`src/rtl/cpu_pipe_ctrl_pkg.sv`:
```
// rtl/cpu_pipe_ctrl_pkg.sv - shared FSM states and forwarding-select encodings
package cpu_pipe_ctrl_pkg;

  typedef enum logic [1:0] {
    RUN    = 2'b00,
    DRAIN  = 2'b01,
    HALTED = 2'b10
  } state_e;

  localparam logic [1:0] FWD_RF  = 2'b00;
  localparam logic [1:0] FWD_EX  = 2'b01;
  localparam logic [1:0] FWD_MEM = 2'b10;

endpackage

```
`src/rtl/cpu_fwd_unit.sv`:
```
// rtl/cpu_fwd_unit.sv - operand forwarding select for one source register
module cpu_fwd_unit
  import cpu_pipe_ctrl_pkg::*;
(
  input  logic [4:0] src_i,
  input  logic       src_used_i,
  input  logic       ex_wen_i,
  input  logic [4:0] ex_num_i,
  input  logic       ex_load_i,
  input  logic       mem_wen_i,
  input  logic [4:0] mem_num_i,
  output logic [1:0] sel_o
);

  // EX wins over MEM (younger value); a load in EX has no result yet, so fall through to MEM
  always_comb begin
    sel_o = FWD_RF;
    if (!src_used_i) begin
      sel_o = FWD_RF;
    end else if (ex_wen_i && (ex_num_i != 5'd0) && (ex_num_i == src_i) && !ex_load_i) begin
      sel_o = FWD_EX;
    end else if (mem_wen_i && (mem_num_i != 5'd0) && (mem_num_i == src_i)) begin
      sel_o = FWD_MEM;
    end
  end

endmodule

```
`src/rtl/cpu_pipe_ctrl.sv`:
```
// rtl/cpu_pipe_ctrl.sv - pipeline hazard, forwarding and halt controller
module cpu_pipe_ctrl
  import cpu_pipe_ctrl_pkg::*;
#(
  parameter int DRAIN_CYCLES = 2,
  parameter int CNT_W        = 32
) (
  input  logic             clk,
  input  logic             clr,
  input  logic [4:0]       rs_id,
  input  logic [4:0]       rt_id,
  input  logic             uses_rt_id,
  input  logic             reg_write_en_ex,
  input  logic [4:0]       reg_write_num_ex,
  input  logic             mem_read_ex,
  input  logic             reg_write_en_mem,
  input  logic [4:0]       reg_write_num_mem,
  input  logic             branch_taken_ex,
  input  logic             halt_req_ex,
  output logic             stall_if,
  output logic             stall_id,
  output logic             flush_id,
  output logic             flush_ex,
  output logic [1:0]       fwd_a_sel,
  output logic [1:0]       fwd_b_sel,
  output logic             halt,
  output logic [CNT_W-1:0] stall_count,
  output logic [CNT_W-1:0] flush_count
);

  localparam int DW = (DRAIN_CYCLES < 2) ? 1 : $clog2(DRAIN_CYCLES + 1);
  localparam logic [DW-1:0] DRAIN_INIT = DW'(DRAIN_CYCLES);

  state_e           state_q, state_d;
  logic [DW-1:0]    drain_q, drain_d;
  logic [CNT_W-1:0] stall_count_q, flush_count_q;
  logic [1:0]       fwd_a_raw, fwd_b_raw;
  logic             load_use;
  logic             load_use_stall;
  logic             branch_flush;

  cpu_fwd_unit u_fwd_rs (
    .src_i      (rs_id),
    .src_used_i (1'b1),
    .ex_wen_i   (reg_write_en_ex),
    .ex_num_i   (reg_write_num_ex),
    .ex_load_i  (mem_read_ex),
    .mem_wen_i  (reg_write_en_mem),
    .mem_num_i  (reg_write_num_mem),
    .sel_o      (fwd_a_raw)
  );

  cpu_fwd_unit u_fwd_rt (
    .src_i      (rt_id),
    .src_used_i (uses_rt_id),
    .ex_wen_i   (reg_write_en_ex),
    .ex_num_i   (reg_write_num_ex),
    .ex_load_i  (mem_read_ex),
    .mem_wen_i  (reg_write_en_mem),
    .mem_num_i  (reg_write_num_mem),
    .sel_o      (fwd_b_raw)
  );

  assign load_use = mem_read_ex && reg_write_en_ex && (reg_write_num_ex != 5'd0) &&
                    ((reg_write_num_ex == rs_id) || (uses_rt_id && (reg_write_num_ex == rt_id)));

  assign fwd_a_sel   = clr ? fwd_a_raw : FWD_RF;
  assign fwd_b_sel   = clr ? fwd_b_raw : FWD_RF;
  assign halt        = (state_q == HALTED);
  assign stall_count = stall_count_q;
  assign flush_count = flush_count_q;

  // State and drain counter register
  always_ff @(posedge clk) begin
    if (!clr) begin
      state_q <= RUN;
      drain_q <= '0;
    end else begin
      state_q <= state_d;
      drain_q <= drain_d;
    end
  end

  // Next state: halt request starts the drain, drain expiry stops the pipe for good
  always_comb begin
    state_d = state_q;
    drain_d = drain_q;
    unique case (state_q)
      RUN: begin
        if (halt_req_ex) begin
          if (DRAIN_CYCLES == 0) begin
            state_d = HALTED;
          end else begin
            state_d = DRAIN;
            drain_d = DRAIN_INIT;
          end
        end
      end
      DRAIN: begin
        if (drain_q <= DW'(1)) begin
          drain_d = '0;
          state_d = HALTED;
        end else begin
          drain_d = drain_q - DW'(1);
        end
      end
      HALTED: state_d = HALTED;
      default: state_d = RUN;
    endcase
  end

  // Stall/flush outputs; priority in RUN is halt, then branch, then load-use
  always_comb begin
    stall_if       = 1'b0;
    stall_id       = 1'b0;
    flush_id       = 1'b0;
    flush_ex       = 1'b0;
    load_use_stall = 1'b0;
    branch_flush   = 1'b0;
    if (clr) begin
      unique case (state_q)
        RUN: begin
          if (halt_req_ex) begin
            stall_if = 1'b1;
            flush_id = 1'b1;
          end else if (branch_taken_ex) begin
            flush_id     = 1'b1;
            flush_ex     = 1'b1;
            branch_flush = 1'b1;
          end else if (load_use) begin
            stall_if       = 1'b1;
            stall_id       = 1'b1;
            flush_ex       = 1'b1;
            load_use_stall = 1'b1;
          end
        end
        DRAIN: begin
          stall_if = 1'b1;
          flush_id = 1'b1;
        end
        HALTED: begin
          stall_if = 1'b1;
          stall_id = 1'b1;
          flush_id = 1'b1;
        end
        default: ;
      endcase
    end
  end

  // Saturating event counters
  always_ff @(posedge clk) begin
    if (!clr) begin
      stall_count_q <= '0;
      flush_count_q <= '0;
    end else begin
      if (load_use_stall && (stall_count_q != '1)) stall_count_q <= stall_count_q + CNT_W'(1);
      if (branch_flush && (flush_count_q != '1)) flush_count_q <= flush_count_q + CNT_W'(1);
    end
  end

endmodule

```
`config.mk`:
```
export PLATFORM = sky130hd
export DESIGN_NAME = cpu_pipe_ctrl
export DESIGN_NICKNAME = d
export VERILOG_FILES = /design/src/rtl/cpu_pipe_ctrl_pkg.sv /design/src/rtl/cpu_fwd_unit.sv /design/src/rtl/cpu_pipe_ctrl.sv
export SDC_FILE = /design/constraint.sdc
export NUM_CORES = 1
export LEC_CHECK = 0
export CORE_UTILIZATION = 49
export DETAILED_ROUTE_END_ITERATION = 7
export GPL_TIMING_DRIVEN = 0
export PLACE_DENSITY = 0.81
export SETUP_SLACK_MARGIN = 0.05
export SYNTH_ARGS = -nofsm -noshare
export SYNTH_HDL_FRONTEND = slang
export SYNTH_SLANG_ARGS = --single-unit
export TNS_END_PERCENT = 1
```
`constraint.sdc`:
```
create_clock -name clk -period 3.71 [get_ports clk]
set_input_delay 0.742 -clock clk [delete_from_list [all_inputs] [get_ports clk]]
set_output_delay 0.742 -clock clk [all_outputs]
set_load 0.1 [all_outputs]
```
==> metrics.csv, run 1 <==
stage,metric,value,unit
worst_setup_path,Critical path buffers and inverters,3,
place,routability cong.,0.868,
power_and_ir_drop,Switching Power,489,uW
cells_and_area,share of layout cells above drive strength 1,8.33,%
yosys,Post-synth EDFFs,0,
timing,Setup Skew,0.00910,ns
cells_and_area,area of the multi-input gates,0.00241,mm2
die,Site Rows,31,
cells_and_area,fill count,576,
power_and_ir_drop,maximum vdd drop,0.000301,V
die,die width,90.3,um
detailed_routing,First-pass DRT Iterations,5,
timing,Worst-Margin Slew,1.01,ns
worst_setup_path,Worst R2R Path Depth,10,
global_route,largest net degree at the start of global routing,13,
yosys,Synth Register Bits,68,
cells_and_area,antenna diode count,0,
timing,Max Clk Rate,278,MHz
die,starting density of the core,51.6,%
worst_setup_path,CP Cell Sequence,"clkdlybuf4s50_1, xor2_1, nor2_1, and4_4, o21ai_2, clkbuf_4, nand2b_4, a2111oi_4, buf_6",
worst_setup_path,CP max stage cell,clkdlybuf4s50_1,
worst_setup_path,Startpoint Class,input pin,
cts,clk slew on worst S/H paths,0.07,ns
die,die area,0.00816,mm2
timing,Slew headroom,32.4,%
yosys,register area share after synthesis,35.6,%
cells_and_area,post-route cell area,0.00530,mm2
global_route,antenna violations before repair,0,
place,DP Worst Slack,-1.76,ns
power_and_ir_drop,switch share,28.5,%
worst_setup_path,crit path DAT,2.86,ns
power_and_ir_drop,"Power, Total",1.72,mW
detailed_routing,initial drt markers,278,
timing,Tcrit/Tclk final,97.0,%
cts,clk buf depth,2,
detailed_routing,drt drc,0,
yosys,top_reg_cell synth,dfxtp_1,
global_route,Overflow after GRT,0,
detailed_routing,Detail Route Antenna Nets,0,
timing,Pins Over Slew Limit,0,
detailed_routing,Via density,6.02,
cts,clk_lat worst skew,0.35,ns
cts,CTS root buf,clkbuf_8,
power_and_ir_drop,Clock power frac,40.7,%
cts,cts bufs inserted,9,
timing,count of final setup violators,0,
power_and_ir_drop,P_int,1.23,mW
worst_setup_path,Levels on crit path,9,
die,Die Ht,90.3,um
die,core area,0.00741,mm2
worst_setup_path,CP Max Fanout,4,
power_and_ir_drop,Power per Cell Area,324,mW/mm2
timing,Hold WS,0.494,ns
cells_and_area,area growth from synthesis to layout,38.5,%
global_route,first-pass GRT wire length,18700,um
yosys,Yosys cell types,39,
detailed_routing,vias,4210,
detailed_routing,wire per inst,15.9,um
worst_setup_path,critical path required time,2.97,ns
worst_setup_path,Setup crit end kind,primary output,
detailed_routing,routed wire length,11100,um
die,IO Pins,101,
power_and_ir_drop,Comb pwr share,15.8,%
global_route,all-layer global routing usage,27.7,%
cells_and_area,Reg area,0.00136,mm2
hold_path,Hold Path Class,flip-flop to flip-flop,
yosys,Post-Synthesis Cells,479,
timing,count of final hold-check violations,0,
yosys,Avg Synthesized Cell Area,7.98,um2
worst_setup_path,WS Path Type,input pin to primary output,
run,max cap viols,0,
worst_setup_path,slowest cell delay on critical path,0.46,ns
place,Port Buffers,100,
timing,unrepaired setup endpoints after global routing,no,
cts,CTS Sinks,68,
yosys,Ys Warns,0,
cells_and_area,number of nets in the layout,629,
global_route,vias in the first global route,3905,
yosys,Async SR Flop Fraction,0,%
power_and_ir_drop,Static Leakage,1.73,nW
place,post-DP HPWL,7920,um
timing,setup ws final,0.111,ns
power_and_ir_drop,Seq pwr share,43.6,%
place,"Cell Area, Placed",0.00497,mm2
timing,Final min period,3.60,ns
worst_setup_path,critical path's top delay family,buffers and inverters,
cts,htree depth,3,
hold_path,Hold Path Stages,1,
cts,TritonCTS clock tree,built,
yosys,synthesized area,0.00382,mm2
run_status,status,completed,
yosys,"Net Count, Synth",513,
-- per-layer routing --
layer	share of wire, %	track usage, %	vias up
li1	-	-	2004
met1	43	35.5	2000
met2	47	46.1	191
met3	7.9	5.22	15
met4	1.7	10.9	0
met5	0	0	-
-- logic make-up (layout without fill, tap and decap cells) --
group           after synthesis  in the layout  synth area share (%)
compound gates               87             87                  13.4
xor+xnor                     41             41                  9.39
fa+ha+maj                     6              6                  1.96
buf+inv                      32            153                  3.27
flops                        68             68                  35.6
mux                          10             10                  2.62
simple gates                235            235                  33.7
-- timing repair --
action / in CTS / in global routing
resized for setup: 62 / 10
endpoints found under the hold margin: 0 / 0
setup buffers: 4 / 1
endpoints found under the setup margin: 8 / 7
hold buffers: 0 / 0
pin swaps: 3 / 4
-- cell type report --
| class | count | share of cell area, % |
|---|---|---|
| clock buffer | 10 | 2.60 |
| sequential | 68 | 25.7 |
| multi-input combinational | 379 | 45.4 |
| buffer | 21 | 1.89 |
| timing repair buffer | 105 | 19.6 |
| inverter | 11 | 0.780 |
| clock inverter | 6 | 1.63 |
| tap | 99 | 2.34 |
-- synth_stat cells, types with 15 or more instances --
| cell type | instances | area (um2) |
|---|---|---|
| clkbuf_1 | 19 | 71.3 |
| o21ai_0 | 21 | 105 |
| nor3_1 | 26 | 130 |
| or4_1 | 19 | 143 |
| xnor2_1 | 21 | 184 |
| o31ai_1 | 15 | 113 |
| or3_1 | 17 | 106 |
| nand3_1 | 24 | 120 |
| nor2_1 | 36 | 135 |
| nand4_1 | 24 | 150 |
| xor2_1 | 20 | 175 |
| a21oi_1 | 33 | 165 |
| nand2_1 | 42 | 158 |
| dfxtp_1 | 68 | 1360 |
-- registers in the layout, summed over array words and instances (netlist names) --
| signal | flops |
|---|---|
| drain_q | 2 |
| flush_count | 32 |
| stall_count | 32 |
| state_q | 2 |
-- stage by stage --
step | setup TNS (ns) | std cells | util, %
after CTS | -0.00550 | 698 | 71.1
final | 0 | 699 | 71.5
after global placement | -7.70 | 678 | 67.0
after global routing | 0 | 699 | 71.5
after floorplan | -2.66 | 479 | -
after detailed placement | -8.59 | 678 | 67.0
-- path summary, 6_finish.rpt --
path / from / to / slack [ns]
max: rs_id[3] / stall_if / 0.11
min: flush_count[5] / flush_count[5] / 0.49
max reg2reg: state_q[1] / stall_count[29] / 0.69
min reg2reg: flush_count[5] / flush_count[5] / 0.49
-- power groups by stage --
stage | clock network (mW) | registers, mW | logic, mW
final | 0.697 | 0.747 | 0.271
after global placement | 0 | 0.763 | 0.250
after floorplan | 0 | 0.770 | 0.163
after CTS | 0.701 | 0.747 | 0.268
after detailed placement | 0 | 0.764 | 0.255
after global routing | 0.737 | 0.748 | 0.288
-- placed cells by master (no fill, tap or decap), drive strengths merged, types with 5 or more instances in the layout --
master	netlist	layout
clkdlybuf4s50	0	84
dfxtp	68	68
nand2	42	42
nor2	36	36
a21oi	33	33
clkbuf	19	30
nor3	26	26
nand4	25	25
nand3	24	24
o21ai	24	24
xnor2	21	21
xor2	20	20
or4	20	20
or3	17	17
o31ai	15	15
inv	11	12
buf	2	12
mux2i	10	10
nor4	10	10
nand2b	10	10
and4	9	9
o211ai	6	6
ha	6	6
and3	6	6
dlymetal6s2s	0	5
No activity file was read; power rests on OpenSTA's default activity.
==> run 2: changes to the inputs <==
--- a/config.mk
+++ b/config.mk
@@ -5,10 +5,12 @@
 export SDC_FILE = /design/constraint.sdc
 export NUM_CORES = 1
 export LEC_CHECK = 0
+export CORE_MARGIN = 5
 export CORE_UTILIZATION = 49
 export DETAILED_ROUTE_END_ITERATION = 7
 export GPL_TIMING_DRIVEN = 0
 export PLACE_DENSITY = 0.81
+export REMOVE_ABC_BUFFERS = 1
 export SETUP_SLACK_MARGIN = 0.05
 export SYNTH_ARGS = -nofsm -noshare
 export SYNTH_HDL_FRONTEND = slang
==> run 2 against run 1 <==
  * Die area is 18% higher
  * Via count down 5.3%
  * Count of clock-buffer cells in the layout grew 2
  * Sequential power is essentially flat
  * Register-to-register slack got worse by 0.11 ns
  * Wire length decreased by 8.8%
  * Largest power group unchanged
  * Highest routed layer unchanged
==> metrics.csv, run 2 (synthesis gave the netlist of run 1 again) <==
stage,metric,value,unit
hold_path,Hold Path Class,flip-flop to flip-flop,
timing,Pins Over Slew Limit,0,
worst_setup_path,CP Cell Sequence,"clkdlybuf4s50_1, or4_1, o21ai_4, nor2_1, o21ai_4, buf_6, nand2b_1, a2111oi_4, buf_8",
global_route,Overflow after GRT,0,
timing,count of final hold-check violations,0,
cts,htree depth,3,
detailed_routing,Via density,5.87,
timing,Setup Skew,0.0121,ns
worst_setup_path,slowest cell delay on critical path,0.60,ns
die,core area,0.00765,mm2
timing,count of final setup violators,0,
detailed_routing,drt drc,0,
power_and_ir_drop,Static Leakage,1.62,nW
detailed_routing,vias,3985,
die,Site Rows,32,
place,post-DP HPWL,7340,um
global_route,first-pass GRT wire length,17400,um
worst_setup_path,Critical Path Source,reg_write_num_ex[1],
worst_setup_path,Reg2Reg Capture Point,stall_count[31],
cells_and_area,"commonest cells after routing, fill and taps aside","90 x clkdlybuf4s50_1, 68 x dfxtp_1, 42 x nand2_1",
global_route,antenna violations before repair,0,
global_route,largest net degree at the start of global routing,34,
cells_and_area,share of layout cells above drive strength 1,6.59,%
cells_and_area,fill count,650,
timing,Final min period,3.66,ns
timing,Worst-Margin Slew,1.11,ns
worst_setup_path,"most used cell, CP",o21ai_4,
timing,Max Clk Rate,273,MHz
place,routability cong.,0.849,
worst_setup_path,CP max stage cell,or4_1,
cts,clk slew on worst S/H paths,0.07,ns
worst_setup_path,CP Max Fanout,13,
die,die area,0.00967,mm2
power_and_ir_drop,Power per Cell Area,312,mW/mm2
worst_setup_path,critical path required time,2.97,ns
detailed_routing,Detail Route Antenna Nets,0,
die,starting density of the core,50.0,%
timing,setup TNS,0,ns
timing,unrepaired setup endpoints after global routing,yes,
worst_setup_path,Worst R2R Path Depth,8,
cells_and_area,area growth from synthesis to layout,34.8,%
die,IO Pins,101,
run_status,status,completed,
worst_setup_path,reg2reg setup slack,0.58,ns
place,Port Buffers,100,
timing,Slew headroom,25.7,%
timing,Tcrit/Tclk final,98.6,%
global_route,all-layer global routing usage,21.2,%
detailed_routing,wire per inst,15.0,um
die,Die Ht,98.3,um
run,max cap viols,0,
worst_setup_path,CP endpoint,stall_if,
cells_and_area,antenna diode count,0,
worst_setup_path,WS Path Type,input pin to primary output,
power_and_ir_drop,maximum vdd drop,0.000219,V
cells_and_area,"most common cell after layout, fill and taps aside",clkdlybuf4s50_1,
worst_setup_path,Startpoint Class,input pin,
worst_setup_path,crit path DAT,2.92,ns
cts,CTS root buf,clkbuf_8,
cts,TritonCTS clock tree,built,
cts,cts bufs inserted,9,
detailed_routing,routed wire length,10200,um
cells_and_area,post-layout util,67.4,%
cells_and_area,number of nets in the layout,606,
global_route,vias in the first global route,3795,
worst_setup_path,r2r startpoint,state_q[0],
cts,clk buf depth,2,
detailed_routing,initial drt markers,153,
worst_setup_path,Setup crit end kind,primary output,
cts,clk_lat worst skew,0.34,ns
cts,CTS Sinks,68,
die,die width,98.3,um
detailed_routing,First-pass DRT Iterations,4,
[run 2: changes by cell type in the layout (fill, tap and decap cells not counted), sizes merged, moves of 2 or more]
| cell | before | now |
|---|---|---|
| clkbuf | 30 | 13 |
| buf | 12 | 7 |
| dlygate4sd2 | 3 | 1 |
| dlymetal6s2s | 5 | 1 |
| clkdlybuf4s50 | 84 | 90 |
[run 2: what timing repair did]
action	in CTS	in global routing
cloned	0	0
hold endpoints to repair	0	0
endpoints found under the setup margin	16	7
resized for setup	48	12
setup buffers	0	0
hold buffers	0	0
[run 2: worst max-delay path: cells and delay by family]
family | cells | cell delay, ns
buf+inv | 3 | 0.85
compound gates | 3 | 0.44
simple gates | 3 | 0.87
[run 2: worst min-delay path by stage]
stage	end	cells after the start	startpoint
5_1_grt	stall_count[16]	2	stall_count[16]
2_1_floorplan	state_q[1]	2	state_q[1]
3_5_place_dp	flush_count[5]	1	flush_count[5]
4_1_cts	state_q[1]	2	state_q[1]
6_report	state_q[1]	2	state_q[1]
3_3_place_gp	flush_count[5]	1	flush_count[5]
[run 2: metal layers]
layer	track usage [%]	wire length (um)	vias to the layer above
li1	-	-	1972
met1	26.9	4370	1850
met2	34.8	4800	144
met3	4.79	795	19
met4	8.61	197	0
met5	0	0	-
[run 2: metrics by stage]
step | hold WS (ns) | worst slack (ns) | instance area [um2] | cells | power [mW]
3_3_place_gp | 0.477 | -2.17 | 4870 | 660 | 0.999
3_5_place_dp | 0.484 | -1.60 | 4910 | 663 | 1.01
2_1_floorplan | 0.469 | -3.72 | 3740 | 458 | 0.920
5_1_grt | 0.530 | -0.0324 | 5150 | 679 | 1.67
6_report | 0.501 | 0.0520 | 5150 | 679 | 1.61
4_1_cts | 0.499 | -0.0711 | 5110 | 679 | 1.61
[run 2: report_power, final]
part	internal (mW)	total, mW	leakage (nW)	switching [mW]
Combinational	0.0894	0.261	0.969	0.171
Clock	0.328	0.603	0.100	0.274
Sequential	0.738	0.746	0.548	0.00838
Total	1.16	1.61	1.62	0.454
[run 2: final cells by class]
class	instances	area (um2)	area share, %
multi-input combinational	379	2400	46.5
sequential	68	1360	26.4
inverter	11	41.3	0.801
timing repair buffer	103	1030	20.0
tap	102	128	2.48
clock buffer	12	145	2.82
clock inverter	4	48.8	0.947
==> run 3: changes to the inputs <==
--- a/config.mk
+++ b/config.mk
@@ -5,11 +5,13 @@
 export SDC_FILE = /design/constraint.sdc
 export NUM_CORES = 1
 export LEC_CHECK = 0
+export CELL_PAD_IN_SITES_DETAIL_PLACEMENT = 0
+export CELL_PAD_IN_SITES_GLOBAL_PLACEMENT = 1
 export CORE_MARGIN = 5
-export CORE_UTILIZATION = 49
+export CORE_UTILIZATION = 35
 export DETAILED_ROUTE_END_ITERATION = 7
 export GPL_TIMING_DRIVEN = 0
-export PLACE_DENSITY = 0.81
+export PLACE_DENSITY_LB_ADDON = 0.1
 export REMOVE_ABC_BUFFERS = 1
 export SETUP_SLACK_MARGIN = 0.05
 export SYNTH_ARGS = -nofsm -noshare
==> run 3 against run 2 <==
  * Global-route usage is 4.4 points lower
  * Non-clock buffer count unchanged
  * Clock power grew 6.0%
  * Largest power group unchanged
==> metrics.csv, run 3 (synthesis gave the netlist of run 1 again) <==
stage,metric,value,unit
cts,TritonCTS clock tree,built,
worst_setup_path,crit path DAT,2.95,ns
cts,clk_lat worst skew,0.35,ns
cells_and_area,Finished Layout Cells,717,
timing,Pins Over Slew Limit,0,
detailed_routing,vias,3852,
die,starting density of the core,35.4,%
cts,htree depth,3,
die,Die Ht,115,um
die,IO Pins,101,
timing,Max Clk Rate,271,MHz
worst_setup_path,WS Path Type,input pin to primary output,
global_route,antenna violations before repair,0,
worst_setup_path,slowest cell delay on critical path,0.85,ns
timing,unrepaired setup endpoints after global routing,yes,
timing,setup ws final,0.0149,ns
worst_setup_path,Startpoint Class,input pin,
cts,CTS Sinks,68,
hold_path,Worst Min Path Start,state_q[1],
cells_and_area,"most common cell after layout, fill and taps aside",clkdlybuf4s50_1,
cts,hold_buf cts,0,
worst_setup_path,CP Cell Sequence,"clkdlybuf4s50_1, xor2_1, nor3_2, nand2_1, nor3_1, and3_1, dlygate4sd2_1",
worst_setup_path,critical path required time,2.97,ns
detailed_routing,Via density,5.37,
timing,Slew headroom,17.8,%
worst_setup_path,Reg2Reg Capture Point,stall_count[31],
timing,Setup Skew,0.0130,ns
power_and_ir_drop,Static Leakage,1.61,nW
worst_setup_path,reg2reg setup slack,0.64,ns
global_route,vias in the first global route,3659,
cells_and_area,share of layout cells above drive strength 1,7.11,%
worst_setup_path,r2r startpoint,state_q[0],
worst_setup_path,critical path's top delay family,buffers and inverters,
run,max cap viols,0,
cts,clk buf depth,2,
global_route,largest net degree at the start of global routing,34,
timing,Final min period,3.70,ns
worst_setup_path,Critical path buffers and inverters,2,
global_route,all-layer global routing usage,16.8,%
cts,clk slew on worst S/H paths,0.07,ns
worst_setup_path,Setup crit end kind,primary output,
power_and_ir_drop,"Power, Total",1.64,mW
timing,count of final setup violators,0,
detailed_routing,First-pass DRT Iterations,4,
cells_and_area,"commonest cells after routing, fill and taps aside","90 x clkdlybuf4s50_1, 68 x dfxtp_1, 42 x nand2_1",
detailed_routing,Detail Route Antenna Nets,0,
cts,CTS root buf,clkbuf_8,
timing,setup TNS,0,ns
cts,cts bufs inserted,9,
place,post-DP HPWL,7830,um
detailed_routing,wire per inst,15.0,um
timing,count of final hold-check violations,0,
cells_and_area,area growth from synthesis to layout,36.5,%
detailed_routing,routed wire length,10700,um
global_route,first-pass GRT wire length,18100,um
die,Site Rows,38,
place,routability cong.,0.780,
place,Port Buffers,100,
worst_setup_path,CP max stage cell,dlygate4sd2_1,
hold_path,worst hold endpoint,state_q[1],
detailed_routing,initial drt markers,243,
power_and_ir_drop,maximum vdd drop,0.000194,V
timing,Tcrit/Tclk final,99.6,%
place,DP Worst Slack,-1.70,ns
power_and_ir_drop,Power per Cell Area,315,mW/mm2
cells_and_area,antenna diode count,0,
timing,Worst-Margin Slew,1.23,ns
cells_and_area,number of nets in the layout,606,
worst_setup_path,CP Max Fanout,3,
hold_path,Hold Path Stages,2,
run_status,status,completed,
global_route,Overflow after GRT,0,
die,core area,0.0108,mm2
die,die width,115,um
die,die area,0.0131,mm2
detailed_routing,drt drc,0,
cts,setup repair bufs after CTS,0,
worst_setup_path,Worst R2R Path Depth,8,
hold_path,Hold Path Class,flip-flop to flip-flop,
place,dpl cells,701,
## run 3: changes by cell type in the layout (fill, tap and decap cells not counted), sizes merged
| cell | before | now |
|---|---|---|
| clkdlybuf4s18 | 1 | 0 |
| inv | 11 | 12 |
| clkinvlp | 0 | 2 |
| dlygate4sd2 | 1 | 2 |
| clkinv | 3 | 2 |
| buf | 7 | 6 |
| dlymetal6s2s | 1 | 0 |
## run 3: metrics by stage
stage | hold WS, ns | utilization (%) | area (um2)
floorplan | 0.469 | - | 3740
global placement | 0.480 | 45.5 | 4920
detailed placement | 0.493 | 46.0 | 4960
CTS | 0.504 | 48.2 | 5200
global route | 0.522 | 48.4 | 5220
finish | 0.499 | 48.4 | 5220
## run 3: worst max path at each step
stage | from | to | slack (ns) | cells past startpoint
final | reg_write_num_ex[2] | fwd_b_sel[0] | 0.01 | 7
after global routing | reg_write_num_ex[2] | fwd_b_sel[0] | -0.11 | 7
after CTS | reg_write_num_ex[1] | fwd_b_sel[0] | -0.02 | 7
after detailed placement | clr | stall_if | -1.70 | 5
after global placement | clr | stall_if | -2.48 | 4
after floorplan | reg_write_num_ex[2] | stall_if | -3.72 | 6
## run 3: layout make-up
| type | count | area (um2) |
|---|---|---|
| multi-input combinational | 379 | 2400 |
| sequential | 68 | 1360 |
| clock buffer | 10 | 138 |
| fill | 1082 | 5570 |
| timing repair buffer | 103 | 1030 |
| inverter | 11 | 41.3 |
| tap | 140 | 175 |
| clock inverter | 6 | 71.3 |
## run 3: worst reg2reg max path, stage by stage (launching register included)
cell     delay [ns]
dfxtp_1        0.34
inv_1          0.09
ha_1           0.33
nor2b_1        0.33
nand3_1        0.14
or4_1          0.56
or4_1          0.56
or4_1          0.52
a21oi_1        0.15
## run 3: power breakdown
group / internal [mW] / switching (mW) / total [mW]
clock network: 0.333 / 0.306 / 0.639
logic: 0.0884 / 0.171 / 0.259
registers: 0.737 / 0.00903 / 0.746
## run 3: repair_timing
action                                 CTS  global route
endpoints found under the hold margin    0             0
setup endpoints to repair               24             7
gates resized for setup                 59             4
pin swaps                                0             1
## run 3: routing by layer
layer  vias to the layer above  part of all wire [%]  routed length, um  GRT usage (%)
met5                         -                     0                  0              0
met2                        85                    48               5130           27.3
met1                      1797                    47               5020           22.2
met4                         0                  0.88                 94           4.04
met3                         8                   4.6                495           4.49
li1                       1962                     -                  -              -
